$ cat src/rtl/softmax_pkg.sv
// softmax_pkg: Q-format constants, FSM state encoding and saturation shared by the softmax row unit.
package softmax_pkg;
  localparam int Q_W = 16;
  localparam int Q_FRAC = 8;
  localparam logic [Q_W-1:0] ONE = Q_W'(1 << Q_FRAC);
  localparam logic signed [Q_W-1:0] MIN_VAL = {1'b1, {(Q_W-1){1'b0}}};
  localparam logic signed [Q_W-1:0] MAX_VAL = {1'b0, {(Q_W-1){1'b1}}};
  typedef enum logic [4:0] {
    S_IDLE = 5'b00001,
    S_MAX  = 5'b00010,
    S_SUM  = 5'b00100,
    S_DIV  = 5'b01000,
    S_OUT  = 5'b10000
  } state_t;
  function automatic logic signed [Q_W-1:0] sat_q(input logic signed [Q_W:0] v);
    return (v[Q_W] != v[Q_W-1]) ? (v[Q_W] ? MIN_VAL : MAX_VAL) : v[Q_W-1:0];
  endfunction
endpackage

$ cat src/rtl/softmax_div_unit.sv
// softmax_div_unit: restoring divider, (dividend << FRAC_W) / divisor, one quotient bit per cycle.
module softmax_div_unit #(
  parameter int D_W    = 16,
  parameter int FRAC_W = 8,
  parameter int SUM_W  = 20
) (
  input  logic             I_CLK,
  input  logic             I_RST_N,
  input  logic             start,
  input  logic [D_W-1:0]   dividend,
  input  logic [SUM_W-1:0] divisor,
  output logic             done,
  output logic [D_W:0]     quotient
);
  localparam int CW = $clog2(D_W + 1);
  logic [D_W+FRAC_W-1:0] num;
  logic [SUM_W-1:0] rem, dvs, rem_in, dvs_in, rem_nx;
  logic [D_W:0] sh, sh_in;
  logic [SUM_W:0] trial;
  logic [CW-1:0] cnt;
  logic busy, ge;
  // the start cycle already performs the first step, so done lands D_W+1 cycles after start
  always_comb begin
    num = {dividend, {FRAC_W{1'b0}}};
    rem_in = start ? SUM_W'(num >> (D_W + 1)) : rem;
    sh_in = start ? num[D_W:0] : sh;
    dvs_in = start ? divisor : dvs;
    trial = {rem_in, sh_in[D_W]};
    ge = trial >= {1'b0, dvs_in};
    rem_nx = ge ? SUM_W'(trial - {1'b0, dvs_in}) : trial[SUM_W-1:0];
  end
  always_ff @(posedge I_CLK or negedge I_RST_N)
    if (!I_RST_N) begin
      rem <= '0;
      dvs <= '0;
      sh <= '0;
      cnt <= '0;
      busy <= 1'b0;
      done <= 1'b0;
    end else begin
      done <= busy && !start && cnt == CW'(1);
      if (start) begin
        rem <= rem_nx;
        sh <= {sh_in[D_W-1:0], ge};
        dvs <= divisor;
        cnt <= CW'(D_W);
        busy <= 1'b1;
      end else if (busy) begin
        rem <= rem_nx;
        sh <= {sh_in[D_W-1:0], ge};
        cnt <= cnt - 1'b1;
        busy <= cnt != CW'(1);
      end
    end
  assign quotient = sh;
endmodule

$ cat src/rtl/softmax_exp_unit.sv
// softmax_exp_unit: combinational exp(x) for x <= 0 in Q8.8, via 2^(x*log2 e) with a quadratic 2^-f fit.
module softmax_exp_unit
  import softmax_pkg::*;
(
  input  logic signed [Q_W-1:0] x,
  output logic        [Q_W-1:0] y
);
  logic signed [31:0] xs;
  logic [31:0] t, p, yq, n, f, m;
  always_comb begin
    xs = 32'(x);
    t = xs[31] ? 32'(-xs) : '0;
    p = t * 32'd1477;
    yq = p >> 10;
    n = yq >> 8;
    f = {24'd0, yq[7:0]};
    // m is 2^-f in Q16, exact at f=0 and f=1
    m = 32'd65536 - 32'd172 * f + ((32'd44 * f * f) >> 8);
    y = (n > 32'd16) ? '0 : Q_W'(m >> (n + 32'd8));
  end
endmodule

$ cat src/rtl/softmax_stream.sv
// softmax_stream: masked safe softmax over one row of NUM Q-format scores, valid/ready in and out.
module softmax_stream
  import softmax_pkg::*;
#(
  parameter int D_W    = 16,
  parameter int FRAC_W = 8,
  parameter int NUM    = 16
) (
  input  logic               I_CLK,
  input  logic               I_RST_N,
  input  logic               I_VLD,
  output logic               O_RDY,
  input  logic [D_W*NUM-1:0] I_DATA,
  input  logic [NUM-1:0]     I_MASK,
  output logic               O_VLD,
  input  logic               I_RDY,
  output logic [D_W*NUM-1:0] O_DATA,
  output logic               O_ALLMASK
);
  localparam int SUM_W = D_W + $clog2(NUM);
  localparam int EW = $clog2(NUM);
  localparam int IW = EW + 1;
  localparam logic [IW-1:0] LAST = IW'(NUM - 1);
  localparam logic [IW-1:0] ENDI = IW'(NUM);
  state_t state, nxt;
  logic [NUM-1:0][D_W-1:0] row, ebuf;
  logic [NUM-1:0] msk;
  logic signed [D_W-1:0] mx, x, diff;
  logic [D_W:0] d17, q;
  logic [D_W-1:0] e, qs;
  logic [SUM_W-1:0] sum;
  logic [IW-1:0] idx;
  logic [EW-1:0] ie;
  logic rdy, wt, allm, accept, last, skip, div_start, div_done;
  always_comb begin
    ie = idx[EW-1:0];
    x = row[ie];
    d17 = {x[D_W-1], x} - {mx[D_W-1], mx};
    diff = sat_q(d17);
    last = idx == LAST;
    accept = I_VLD && rdy;
    skip = msk[ie] || sum == '0;
    div_start = state == S_DIV && idx != ENDI && !skip && !wt;
    qs = (q > (D_W+1)'(ONE)) ? ONE : q[D_W-1:0];
    nxt = state;
    case (state)
      S_IDLE: nxt = accept ? S_MAX : S_IDLE;
      S_MAX:  nxt = last ? S_SUM : S_MAX;
      S_SUM:  nxt = last ? S_DIV : S_SUM;
      S_DIV:  nxt = (idx == ENDI) ? S_OUT : S_DIV;
      S_OUT:  nxt = I_RDY ? S_IDLE : S_OUT;
      default: nxt = S_IDLE;
    endcase
  end
  always_ff @(posedge I_CLK or negedge I_RST_N)
    if (!I_RST_N) state <= S_IDLE;
    else state <= nxt;
  // ebuf holds exp values during S_SUM and is overwritten in place by the probabilities
  always_ff @(posedge I_CLK or negedge I_RST_N)
    if (!I_RST_N) begin
      rdy <= 1'b0;
      row <= '0;
      msk <= '0;
      mx <= '0;
      sum <= '0;
      idx <= '0;
      ebuf <= '0;
      wt <= 1'b0;
      allm <= 1'b0;
    end else begin
      rdy <= nxt == S_IDLE;
      case (state)
        S_IDLE: if (accept) begin
          row <= I_DATA;
          msk <= I_MASK;
          mx <= MIN_VAL;
          sum <= '0;
          idx <= '0;
          wt <= 1'b0;
          allm <= 1'b0;
        end
        S_MAX: begin
          if (!msk[ie] && x > mx) mx <= x;
          idx <= last ? '0 : idx + 1'b1;
        end
        S_SUM: begin
          ebuf[ie] <= msk[ie] ? '0 : e;
          sum <= msk[ie] ? sum : sum + SUM_W'(e);
          idx <= last ? '0 : idx + 1'b1;
        end
        S_DIV: if (idx == ENDI) allm <= sum == '0;
          else if (skip) begin
            ebuf[ie] <= '0;
            idx <= idx + 1'b1;
          end else if (!wt) wt <= 1'b1;
          else if (div_done) begin
            ebuf[ie] <= qs;
            wt <= 1'b0;
            idx <= idx + 1'b1;
          end
        default: ;
      endcase
    end
  softmax_exp_unit u_exp (.x(diff), .y(e));
  softmax_div_unit #(.D_W(D_W), .FRAC_W(FRAC_W), .SUM_W(SUM_W)) u_div (
    .I_CLK(I_CLK),
    .I_RST_N(I_RST_N),
    .start(div_start),
    .dividend(ebuf[ie]),
    .divisor(sum),
    .done(div_done),
    .quotient(q)
  );
  assign O_RDY = rdy;
  assign O_VLD = state == S_OUT;
  assign O_DATA = ebuf;
  assign O_ALLMASK = allm;
endmodule

$ cat config.mk
export PLATFORM = sky130hd
export DESIGN_NAME = softmax_stream
export DESIGN_NICKNAME = d
export VERILOG_FILES = /design/src/rtl/softmax_pkg.sv /design/src/rtl/softmax_div_unit.sv /design/src/rtl/softmax_exp_unit.sv /design/src/rtl/softmax_stream.sv
export SDC_FILE = /design/constraint.sdc
export NUM_CORES = 2
export LEC_CHECK = 0
export CAP_MARGIN = 20
export CORE_MARGIN = 8
export CORE_UTILIZATION = 55
export CTS_BUF_LIST = sky130_fd_sc_hd__clkbuf_8
export CTS_CLUSTER_SIZE = 10
export DETAILED_ROUTE_END_ITERATION = 8
export PLACE_DENSITY = 0.79
export SYNTH_ARGS = -nofsm -noshare
export SYNTH_HDL_FRONTEND = slang
export SYNTH_HIERARCHICAL = 1
export SYNTH_SLANG_ARGS = --single-unit
$ cat constraint.sdc
create_clock -name I_CLK -period 56.8 [get_ports I_CLK]
set_input_delay 5.68 -clock I_CLK [delete_from_list [all_inputs] [get_ports I_CLK]]
set_output_delay 5.68 -clock I_CLK [all_outputs]
set_load 0.005 [all_outputs]
# After elaboration in Yosys (flattened, before gate mapping)
# Cells that the tools add are included.
# totals
register_bits,641
inputBits,276
word_cells,176
# op_classes
add_sub_neg,9
n_mul,4
magnitude_cmp,6
n_eq_ne,20
shifts,1
mux,60
bitwise_logic,2
reduce_logical,28
# ops
operator,n
two-way mux 256 bit,4
bitwise mux 256 bit,2
one-hot mux 256 bit (2 select lines),1
bitwise AND 256 bit,1
NOT 256 bit,1
two-way mux 16 bit,10
two-way mux 20 bit,7
binary-select mux 16 bit (select 4 bit),2
demux 16 bit (select 4 bit),1
two-way mux 17 bit,3
two-way mux 5 bit,10
one-hot mux 20 bit (2 select lines),1
adder 32 x 14 -> 32 bit,1
multiplier 32 x 11 -> 32 bit (second input constant),1
two-way mux 32 bit,1
negator 16 -> 32 bit,1
one-hot mux 16 bit (2 select lines),1
>> shifter 32 x 15 -> 16 bit,1
one-hot mux 5 bit (5 select lines),1
>= comparator 21 x 20 -> 1 bit,1
adder 20 x 16 -> 20 bit,1
logical NOT 20 bit,1
multiplier 12 x 8 -> 20 bit,1
subtractor 20 bit,1
41 further kinds,75

# Depth between registers and ports, before layout
# depth
depth_word,16
ltp_mapped,83

# Cells and area by module
# Netlist, hierarchy kept.
# by_module_without_submodules
mod,n_inst,cells_per_inst,area_per_inst_um2
softmax_stream,1,2483,28537.4
softmax_exp_unit,1,1167,10257.3
softmax_div_unit,1,436,4096.4

# Least setup slack after synthesis
# OpenSTA, ideal clock, no wires.
# synth_path
path_type,reg2reg
startpoint,reg idx[0]
endpoint,reg sum[9]
setup_ps,122
t_arrival_ps,19422
path_slack_ps,37257
path_stages_with_launch,80
n_path_buf,5
path_cell_list,dfrtp_1 -> buf_4 -> buf_2 -> buf_2 -> mux4_2 -> mux4_2 -> ha_1 -> buf_2 -> nand4_1 -> or2_2 -> a31oi_2 -> o2111a_1 -> nor4_2 -> buf_2 -> maj3_1 -> or4_1 -> or3_1 -> and3_1 -> [... 44 more ...] -> o21a_1 -> o211ai_1 -> a2111oi_0 -> nand4_1 -> a31o_2 -> a2111oi_0 -> o21bai_2 -> o21ai_0 -> o21ai_2 -> mux2i_1 -> a211oi_1 -> ha_1 -> a211oi_1 -> o21bai_1 -> a21oi_1 -> a21oi_1 -> a311o_1 -> a32o_1
# synth_via
elab_chain_cells,16
elab_cells_between_ends,25
classes_between,6 x add/sub; 4 x mul; 1 x order compare; 2 x eq/ne; 1 x shift; 10 x mux; 1 x reduce/logical
# synth_rtl
item,line,source
"start, declared",softmax_stream.sv:32,logic [IW-1:0] idx;
"start signal, assigned",softmax_stream.sv:84,idx <= last ? '0 : idx + 1'b1;
"start signal, assigned",softmax_stream.sv:89,idx <= last ? '0 : idx + 1'b1;
"start signal, assigned",softmax_stream.sv:94,idx <= idx + 1'b1;
binary-select mux 16 bit (select 4 bit) *,softmax_stream.sv:37,x = row[ie];
two-way mux 16 bit (implied by the code) *,softmax_stream.sv:37,
subtractor 16 x 16 -> 17 bit *,softmax_stream.sv:38,"d17 = {x[D_W-1], x} - {mx[D_W-1], mx};"
two-way mux 16 bit or inequality test 1 bit (tied branches),softmax_pkg.sv:16,return (v[Q_W] != v[Q_W-1]) ? (v[Q_W] ? MIN_VAL : MAX_VAL) : v[Q_W-1:0];
two-way mux 16 bit *,softmax_pkg.sv:16,
net diff[0],softmax_stream.sv:28,"logic signed [D_W-1:0] mx, x, diff;"
negator 16 -> 32 bit *,softmax_exp_unit.sv:12,t = xs[31] ? 32'(-xs) : '0;
two-way mux 32 bit *,softmax_exp_unit.sv:12,
[... 2 more ...],n/a,
multiplier 12 x 8 -> 20 bit or subtractor 17 x 16 -> 18 bit (tied branches),softmax_exp_unit.sv:18,m = 32'd65536 - 32'd172 * f + ((32'd44 * f * f) >> 8);
adder 32 x 14 -> 32 bit,softmax_exp_unit.sv:18,
>> shifter 32 x 15 -> 16 bit,softmax_exp_unit.sv:19,y = (n > 32'd16) ? '0 : Q_W'(m >> (n + 32'd8));
two-way mux 16 bit *,softmax_exp_unit.sv:19,
net e[1],softmax_stream.sv:30,"logic [D_W-1:0] e, qs;"
adder 20 x 16 -> 20 bit *,softmax_stream.sv:88,sum <= msk[ie] ? sum : sum + SUM_W'(e);
two-way mux 20 bit *,softmax_stream.sv:88,
one-hot mux 20 bit (2 select lines) *,softmax_stream.sv:72,case (state)
"end signal, assigned",softmax_stream.sv:88,
"end, declared",softmax_stream.sv:31,logic [SUM_W-1:0] sum;
# The timed path passes the listed nets; every way through them passes the cells marked *. The select of a mux whose other input is x is not followed.
# A chain may end at the register's enable or synchronous reset.

# Final worst setup path
# layout_path
startpoint,reg idx[0]
endpoint,reg sum[16]
# Same word-level chain as after synthesis.

==> reports/metrics.yaml <==
outcome: "finished, final reports clean"
required_ps: 57410
max_freq_ghz: 0.0438
grt_antenna_before_repair: 18
drc: 0
cp-end-kind: "flop"
grt_overflow: 0
cts_buffer_depth: 3
clk_pin_slew_worst_paths_ps: 60
slowest_stage: "dfrtp_4"
cts_resized: 0
cts_buffers: 102
cts_setup_buffers: 0
first_pass_iters: 5
min_path_cells: 2
syn-instance-count: 4086
min_period_over_period: 0.402
cap_violations: 0
clk_latency_ps: 730
final_cell_mix: "nand2_1 (959), dfrtp_1 (636), clkdlybuf4s50_1 (533)"
antenna_left: 0
hold_buffers: 0
clock-root-buffer: "clkbuf_8"
synthToLayoutAreaGrowth_pct: 19.5
async_flop_share: 1.00
ys_warn_count: 6
die_area_sq_mm: 0.0872
ys_ff_latch: 641
h-tree-depth: 3
r2r_slack_ps: 33970
yosysUniqueCellTypes: 109
criticalPathCategory: "reg2reg"
grt_pass1_wl_mm: 207
post-route-min-period_ps: 22830
hold_viol: 0
maxSlewViolCount: 0
reg2reg_from: "idx[0]"
reg2reg_to: "sum[16]"
cts.sinks: 641
max_stage_delay_ps: 740
io_pins: 535
netlist.area_leader.share: 0.373
initial_core_util: 0.555
synth-seq-area-share: 0.374
die_x_um: 295
avgSynthCellArea_sq_um: 10.5
worstHoldStart: "row[163]"
hpwlAfterDp_mm: 102
coreArea_sq_mm: 0.0773
synth_edf_count: 0
place_congestion: 0.945
drive_gt1_frac: 0.142
die_y_um: 295
final_common_cell: "nand2_1"
slew_headroom: 0.264
grt_max_degree: 169
hp-class: "reg2reg"
setup_tns_ps: 0
synth.largest_area_cell: "dfrtp_1"
critPathLaunchType: "flop"
cts_tree: "built"
first_global_vias: 34215
totalWireLength_mm: 136
avgViaCountPerCell: 5.84
drtIter0Drc: 3075
worst-path-max-fanout: 39
worst_slew_pin_slew_ps: 1100
finalNetCount: 5348
placementRows: 102
track_usage: 0.309
drt-wirelength-per-cell_um: 23.6
synth_ff_type: "dfrtp_1"
synth.top_cells.by_area: "dfrtp_1 (37%), mux4_2 (8.6%), nand2_1 (8.4%), ha_1 (8.3%), fa_1 (7.7%)"
portBuffers: 534
rr_worst_depth: 77
netlist_area_sq_mm: 0.0429
final.setup_skew_ps: 54.0
rsz0062_at_grt: "false"
vias: 33594
setup_viol: 0
holdPathEnd: "row[163]"
holdWs_ps: 471
fillers: 5911
cp.arrival_ps: 23440
## metal layers
metal | GRT usage | routed length (um) | up-vias
li1 | - | - | 15016
met1 | 0.409 | 53700 | 16746
met2 | 0.477 | 62400 | 1505
met3 | 0.0727 | 12300 | 323
met4 | 0.153 | 7210 | 4
met5 | 0 | 23 | -
## layout make-up
cell class	count	area, sq um	share of cell area
Antenna cell	13	32.5	0.000635
Clock buffer	125	1720	0.0336
Clock inverter	52	294	0.00574
Inverter	319	1200	0.0234
Multi-Input combinational cell	2986	24900	0.486
Sequential cell	641	16100	0.313
Tap cell	1040	1300	0.0254
Timing Repair Buffer	575	5730	0.112
## worst max-delay path, delay by kind of cell, from the launching register on
family	cells	cell delay [ps]
flip-flops	1	740
adder cells (fa/ha/maj)	19	7960
XOR/XNOR	3	840
multiplexers	3	1280
AO/OA/AOI/OAI	26	6390
buffers and inverters	13	2490
AND/OR/NAND/NOR	13	2900
## metrics by stage
stage          cells   util  worst slack [ps]  instance area [sq um]
3_3_place_gp    5558  0.635             34470                  49100
3_5_place_dp    5558  0.635             34010                  49100
2_1_floorplan   4149      -             37260                  43100
6_report        5751  0.663             33970                  51300
4_1_cts         5735  0.661             33930                  51100
5_1_grt         5750  0.663             32230                  51300
## how the worst max path moves through the flow
stage            from  endpoint  slack [ps]  cells after the start
2_1_floorplan  idx[0]    sum[9]       37260                     79
3_3_place_gp   idx[0]   sum[16]       34470                     78
3_5_place_dp   idx[0]    sum[9]       34010                     77
4_1_cts        idx[0]    sum[9]       33930                     77
5_1_grt        idx[0]    sum[9]       32230                     77
6_report       idx[0]   sum[16]       33970                     77
## registers in the layout (all words and copies together), names as in the netlist, 5 cells and up
register and cells:
O_DATA 256, idx 5, msk 16, mx 16, row 256, state 5
sum 20, u_div/cnt 5, u_div/dvs 20, u_div/quotient 17, u_div/rem 20
## synth_stat cells (7+ instances only)
cell and instances:
xnor2_1 76, buf_6 14, o211ai_1 11, a211oi_1 27, ha_1 283, nand2b_1 24
maj3_1 15, or2_2 14, mux4_2 164, inv_1 317, nor3_1 44, nand2_1 959
nor2_1 161, fa_1 164, nor2b_1 23, dfrtp_1 640, buf_4 17, mux2i_1 49
a21o_1 45, buf_1 14, nor4_1 21, o21a_1 20, a21oi_1 87, buf_2 35
a31oi_1 15, nand3_1 44, nand4_1 18, o31ai_1 16, and2_1 28, nand4_4 15
o21ai_0 62, mux2_1 36, nand3b_1 7, or3_1 11, mux2_2 243, and3_1 39
xor2_1 38, o21bai_1 14, clkbuf_1 122
## logic make-up after synthesis
logic type,Yosys count,synth area share
AND/OR/NAND/NOR,1440,0.150
flip-flops,641,0.374
buffers and inverters,522,0.0509
multiplexers,493,0.171
adder cells (fa/ha/maj),462,0.163
AO/OA/AOI/OAI,412,0.0674
XOR/XNOR,115,0.0237
other,1,0.0000874
Power is not shown: default switching activity piles up to over one toggle a cycle in this logic, so the estimate is an artifact.
